## config.mk

```make
export PLATFORM = sky130hd
export DESIGN_NAME = mtc_builder_buffered
export DESIGN_NICKNAME = d
export VERILOG_FILES = /design/src/rtl/mtc_builder_buffered.sv
export SDC_FILE = /design/constraint.sdc
export NUM_CORES = 1
export LEC_CHECK = 0
export BUFFER_PORTS_ARGS = -buffer_cell sky130_fd_sc_hd__buf_2
export CAP_MARGIN = 10
export CORE_MARGIN = 1
export CORE_UTILIZATION = 48
export CTS_BUF_LIST = sky130_fd_sc_hd__clkbuf_4 sky130_fd_sc_hd__clkbuf_8 sky130_fd_sc_hd__clkbuf_16
export CTS_CLUSTER_DIAMETER = 150
export DETAILED_ROUTE_END_ITERATION = 8
export HOLD_SLACK_MARGIN = 0.02
export PLACE_DENSITY = 0.76
export SKIP_CTS_REPAIR_TIMING = 1
export SYNTH_ARGS = -nofsm -noshare
export SYNTH_HDL_FRONTEND = slang
export SYNTH_SLANG_ARGS = --single-unit
```

## constraint.sdc

```tcl
create_clock -name clk -period 3.75 [get_ports clk]
set_input_delay 0.1875 -clock clk [delete_from_list [all_inputs] [get_ports clk]]
set_output_delay 0.1875 -clock clk [all_outputs]
set_load 0.01 [all_outputs]
```

## src/rtl/mtc_builder_buffered.sv

```systemverilog
// MTC builder with per-slot FIFO buffering.
// Each SLC candidate slot is merged with the pT-calc result picked by its
// process channel, tagged with a processing flag, and queued toward the SL link.
module mtc_builder_buffered #(
  parameter int unsigned N_SLOT   = 3,
  parameter int unsigned N_PTCALC = 3,
  parameter int unsigned CH_W     = 2,
  parameter int unsigned COMMON_W = 64,
  parameter int unsigned PT_W     = 9,
  parameter int unsigned THR_W    = 4,
  parameter int unsigned NSEG_W   = 2,
  parameter int unsigned Q_W      = 4,
  parameter int unsigned SLID_W   = 5,
  parameter int unsigned DEPTH    = 4,
  parameter int unsigned DROP_W   = 8,
  localparam int unsigned PKT_W   = COMMON_W + PT_W + THR_W + 1 + NSEG_W + Q_W + 4,
  localparam int unsigned PTR_W   = $clog2(DEPTH),
  localparam int unsigned CNT_W   = $clog2(DEPTH) + 1
) (
  input  logic                         clk,
  input  logic                         rst_n,
  input  logic                         i_srst,
  input  logic [N_SLOT-1:0]            i_slc_valid,
  input  logic [N_SLOT-1:0]            i_slc_busy,
  input  logic [N_SLOT*CH_W-1:0]       i_slc_proc_ch,
  input  logic [N_SLOT*3-1:0]          i_slc_cointype,
  input  logic [N_SLOT*THR_W-1:0]      i_slc_ptthresh,
  input  logic [N_SLOT*COMMON_W-1:0]   i_slc_common,
  input  logic [N_PTCALC*SLID_W-1:0]   i_pt_slid,
  input  logic [N_PTCALC*PT_W-1:0]     i_pt_pt,
  input  logic [N_PTCALC*THR_W-1:0]    i_pt_thr,
  input  logic [N_PTCALC-1:0]          i_pt_charge,
  input  logic [N_PTCALC*NSEG_W-1:0]   i_pt_nseg,
  input  logic [N_PTCALC*Q_W-1:0]      i_pt_quality,
  output logic [N_SLOT*PKT_W-1:0]      o_mtc_data,
  output logic [N_SLOT-1:0]            o_mtc_valid,
  input  logic [N_SLOT-1:0]            i_mtc_ready,
  output logic [N_SLOT*CNT_W-1:0]      o_fifo_count,
  output logic [N_SLOT*DROP_W-1:0]     o_drop_cnt,
  output logic [N_SLOT-1:0]            o_overflow
);

  localparam int unsigned MDT_W = PT_W + THR_W + 1 + NSEG_W + Q_W;

  for (genvar s = 0; s < N_SLOT; s++) begin : g_slot
    logic [CH_W-1:0]     w_ch;
    logic [2:0]          w_cointype;
    logic [THR_W-1:0]    w_ptthresh;
    logic                w_legal;
    logic [SLID_W-1:0]   w_sel_slid;
    logic [PT_W-1:0]     w_sel_pt;
    logic [THR_W-1:0]    w_sel_thr;
    logic                w_sel_charge;
    logic [NSEG_W-1:0]   w_sel_nseg;
    logic [Q_W-1:0]      w_sel_quality;
    logic [MDT_W-1:0]    w_mdt;
    logic [3:0]          w_flags;
    logic [PKT_W-1:0]    w_pkt;

    logic [PKT_W-1:0]    r_mem [DEPTH];
    logic [PTR_W-1:0]    r_wr_ptr;
    logic [PTR_W-1:0]    r_rd_ptr;
    logic [CNT_W-1:0]    r_count;
    logic [DROP_W-1:0]   r_drop;
    logic                r_ovf;

    logic                w_empty;
    logic                w_full;
    logic                w_pop;
    logic                w_push;
    logic                w_drop;

    assign w_ch       = i_slc_proc_ch[s*CH_W +: CH_W];
    assign w_cointype = i_slc_cointype[s*3 +: 3];
    assign w_ptthresh = i_slc_ptthresh[s*THR_W +: THR_W];

    // Select the pT-calc result addressed by this slot's process channel.
    always_comb begin
      w_legal       = 1'b0;
      w_sel_slid    = '0;
      w_sel_pt      = '0;
      w_sel_thr     = '0;
      w_sel_charge  = 1'b0;
      w_sel_nseg    = '0;
      w_sel_quality = '0;
      for (int c = 0; c < int'(N_PTCALC); c++) begin
        if (32'(w_ch) == 32'(c)) begin
          w_legal       = 1'b1;
          w_sel_slid    = i_pt_slid[c*SLID_W +: SLID_W];
          w_sel_pt      = i_pt_pt[c*PT_W +: PT_W];
          w_sel_thr     = i_pt_thr[c*THR_W +: THR_W];
          w_sel_charge  = i_pt_charge[c];
          w_sel_nseg    = i_pt_nseg[c*NSEG_W +: NSEG_W];
          w_sel_quality = i_pt_quality[c*Q_W +: Q_W];
        end
      end
    end

    // Classify the candidate and mask MDT fields for busy/illegal channels.
    always_comb begin
      w_mdt   = '0;
      w_flags = 4'h0;
      if (i_slc_busy[s]) begin
        w_flags = 4'h0;
      end else if (!w_legal) begin
        w_flags = 4'hE;
      end else begin
        w_mdt = {w_sel_pt, w_sel_thr, w_sel_charge, w_sel_nseg, w_sel_quality};
        if (w_sel_slid != '0) begin
          w_flags = 4'h3;
        end else if (w_sel_pt != '0) begin
          w_flags = (w_sel_thr >= w_ptthresh) ? 4'h1 : 4'h2;
        end else if (w_cointype == 3'd0) begin
          if (w_sel_nseg == '0)                 w_flags = 4'h4;
          else if (32'(w_sel_nseg) == 32'd1)    w_flags = 4'h5;
          else                                  w_flags = 4'hF;
        end else begin
          w_flags = (32'(w_sel_nseg) > 32'd2) ? 4'h6 : 4'hF;
        end
      end
    end

    assign w_pkt = {i_slc_common[s*COMMON_W +: COMMON_W], w_mdt, w_flags};

    assign w_empty = (r_count == '0);
    assign w_full  = (r_count == CNT_W'(DEPTH));
    assign w_pop   = !w_empty && i_mtc_ready[s];
    assign w_push  = i_slc_valid[s] && (!w_full || w_pop);
    assign w_drop  = i_slc_valid[s] && w_full && !w_pop;

    // FIFO storage; contents need no reset since the head is masked when empty.
    always_ff @(posedge clk) begin
      if (w_push && !i_srst) begin
        r_mem[r_wr_ptr] <= w_pkt;
      end
    end

    // Pointers, occupancy and overflow bookkeeping.
    always_ff @(posedge clk or negedge rst_n) begin
      if (!rst_n) begin
        r_wr_ptr <= '0;
        r_rd_ptr <= '0;
        r_count  <= '0;
        r_drop   <= '0;
        r_ovf    <= 1'b0;
      end else if (i_srst) begin
        r_wr_ptr <= '0;
        r_rd_ptr <= '0;
        r_count  <= '0;
        r_drop   <= '0;
        r_ovf    <= 1'b0;
      end else begin
        if (w_push) r_wr_ptr <= r_wr_ptr + PTR_W'(1);
        if (w_pop)  r_rd_ptr <= r_rd_ptr + PTR_W'(1);
        case ({w_push, w_pop})
          2'b10:   r_count <= r_count + CNT_W'(1);
          2'b01:   r_count <= r_count - CNT_W'(1);
          default: r_count <= r_count;
        endcase
        if (w_drop) begin
          r_ovf <= 1'b1;
          if (r_drop != {DROP_W{1'b1}}) r_drop <= r_drop + DROP_W'(1);
        end
      end
    end

    assign o_mtc_valid[s]                   = !w_empty;
    assign o_mtc_data[s*PKT_W +: PKT_W]     = w_empty ? '0 : r_mem[r_rd_ptr];
    assign o_fifo_count[s*CNT_W +: CNT_W]   = r_count;
    assign o_drop_cnt[s*DROP_W +: DROP_W]   = r_drop;
    assign o_overflow[s]                    = r_ovf;
  end

endmodule

```

==> impl_metrics.toml <==
[cts]
cts_tree = "yes"
clkSinkCount = 1104
clk-insertion-delay-late_ns = 0.70
clk_path_buf_depth = 3
root_buffer = "clkbuf_16"
htree_levels = 3
cts_made_buffers = 110
clk_pin_slew_ns = 0.06

[synthesis]
syn_inst = 2342
synth_cell_types = 51
yosysWarnings = 0
synth_seq_cells = 1104
synthArstFlopShare = 0.0435
synth_top_area_cell = "edfxtp_1"
synth_top_area_share = 0.704
synth_area_per_cell_um2 = 19.2
synthesis.area_um2 = 45100
ys_seq_area_frac = 0.730
synth_edf_count = 1056
syn-num-nets = 2678
synthFlopType = "edfxtp_1"
ys_top_cells_by_area = "edfxtp_1 (70%), mux4_2 (13%), and2_1 (4.4%)"

[place]
dpl.hpwl_mm = 77.1
dp.cells = 4114
port_buffers = 608
globalplace.congestion = 0.864
post_dp_cell_area_um2 = 49600

[worst_setup_path]
required_ns = 3.56
arrival_ns = 2.90
rrSetupSlack_ns = 0.99
path_cells = "buf_4 > mux4_2 > and2_1 > buf_2"
path_buf_inv = 2
cp-start-kind = "flip-flop"
crit_type = "flip-flop to output pin"
critPathCaptureType = "output pin"
cp_slowest_cell = "dfrtp_4"
crit_path_max_fanout = 34
critPathMaxStageDelay_ns = 0.90
crit_family = "flip-flops"

[drt]
wl_per_cell_um = 25.8
antenna_left = 0
vias = 25500
drtIter0Drc = 2388
firstDrtPassIters = 8
wl_mm = 117
post-route-drc-count = 0
vias_per_cell = 5.61

[layout]
seqCellArea_um2 = 32900
multiInputGateArea_um2 = 11500
instances_no_fill = 4552
final_common_cell = "edfxtp_1"
design_area_um2 = 55400
drive_gt1_frac = 0.350
area_growth_pct = 22.9
final_cell_mix = "edfxtp_1 (1056), buf_2 (608), and2_1 (303)"
nFillCells = 6692
finalNetCount = 3511

[timing]
tightest_slew_ns = 0.981
slew_headroom = 0.346
setup_violations = 0
period_needed_ns = 3.09
grt_setup_unrepaired = "no"
hold_violations = 0
drv_slew = 0
finalSetupTns_ns = 0
period_share = 0.824
clock_skew_ns = 0.0213
clock.fmax_mhz = 324

[floorplanning]
core_um2 = 93200
start_util = 0.484
ioPinCount = 609
fp.dieW_um = 308
dieHeight_um = 308
dieArea_um2 = 95100
rows = 112

[global_routing]
grt_pass1_wl_mm = 163
grt_overflow = 0
grt_util_all_layers = 0.236
grt_pass1_vias = 25300
antenna_found_initial = 52
grt_max_degree = 92

[status]
status = "complete, no violations"

[worst_hold_path]
hold_class = "input port to asynchronous set/reset pin"

[power]
total_leakage_power_nw = 19.7
ir_drop_v = 0.000484
p_per_area_nw_per_um2 = 538

[job]
cap_violations = 0
sequential cells by signal (all words and copies together), names as in the netlist:
register,flops
g_slot.r_ovf,3
g_slot.r_rd_ptr,6
g_slot.r_mem,1056
g_slot.r_count,9
g_slot.r_wr_ptr,6
g_slot.r_drop,24
synth_stat cells (7+ instances only):
cell type and instances:
a31oi_1 11, buf_2 40, xnor2_1 12, edfxtp_1 1056, nor2_1 102, ha_1 27, o21ai_0 28, a21oi_1 35
nor3_1 13, nor2b_1 10, clkbuf_1 76, and2_1 315, o2bb2ai_1 22, nand3_1 16, buf_6 8, xor2_1 23
inv_1 21, a211oi_1 7, nand2b_1 9, mux4_2 264, mux2i_1 67, dfrtp_1 48, nand2_1 42, a21o_1 9
buf_4 7
path summary, 6_finish.rpt:
| path | startpoint | endpoint | cells after the start |
|---|---|---|---|
| setup / recovery | g_slot[0].r_rd_ptr[0]$_DFFE_PN0P_ | o_mtc_data[43] | 4 |
| max in group asynchronous | rst_n | g_slot[2].r_rd_ptr[0]$_DFFE_PN0P_ | 3 |
| setup reg to reg | g_slot[2].r_count[1]$_DFFE_PN0P_ | g_slot[2].r_mem[1][15]$_DFFE_PP_ | 6 |
| min in group clk | i_pt_pt[23] | g_slot[2].r_mem[1][20]$_DFFE_PP_ | 3 |
| hold / removal | rst_n | g_slot[1].r_drop[0]$_DFFE_PN0P_ | 2 |
| hold reg to reg | g_slot[2].r_ovf$_DFFE_PN0P_ | g_slot[2].r_ovf$_DFFE_PN0P_ | 2 |
routing by layer:
metal / GRT usage / vias to the layer above / part of all wire
li1: - / 11000 / -
met1: 0.303 / 13200 / 0.39
met2: 0.382 / 1098 / 0.50
met3: 0.0596 / 233 / 0.075
met4: 0.100 / 22 / 0.037
met5: 0 / - / 0.0011
cells by family (layout without fill, tap and decap cells):
family,Yosys count,in the layout,share of synthesized area
flops,1104,1104,0.730
buf+inv,157,1080,0.0161
fa+ha+maj,30,30,0.00883
other cells,0,33,0
xor+xnor,35,35,0.00680
mux,331,331,0.147
compound gates,143,143,0.0230
simple gates,542,542,0.0681
worst reg2reg max path, cell delays in order (launching register included):
cell and delay (ns):
dfrtp_1 0.49, nor2_1 0.22, nand3b_1 0.16, nand2_1 0.11, nor2_1 0.25, and2_4 0.64, buf_4 0.53
report_power, final:
part	switching (mW)	internal (mW)	leakage (nW)
registers	0.277	13.9	10.3
clock network	4.60	6.35	1.82
logic	2.50	2.10	7.63
area by class of cell:
cell class | count | share of cell area
Clock inverter | 60 | 0.0108
Timing Repair Buffer | 857 | 0.101
Tap cell | 1254 | 0.0283
Sequential cell | 1104 | 0.595
Multi-Input combinational cell | 1081 | 0.207
Clock buffer | 142 | 0.0548
Antenna cell | 33 | 0.00149
Inverter | 21 | 0.00142
per-stage QoR:
stage                     power (mW)  worst slack, ns  hold slack (ns)   util
after floorplan                 17.1            0.233           -0.108      -
after global placement          18.8            0.905            0.211  0.533
after detailed placement        18.9            0.848            0.229  0.533
after CTS                       29.8            0.558           -0.533  0.571
after global routing            30.8            0.484           0.0808  0.594
final                           29.8            0.659           0.0469  0.594
Power figures use the tool's default switching activity.
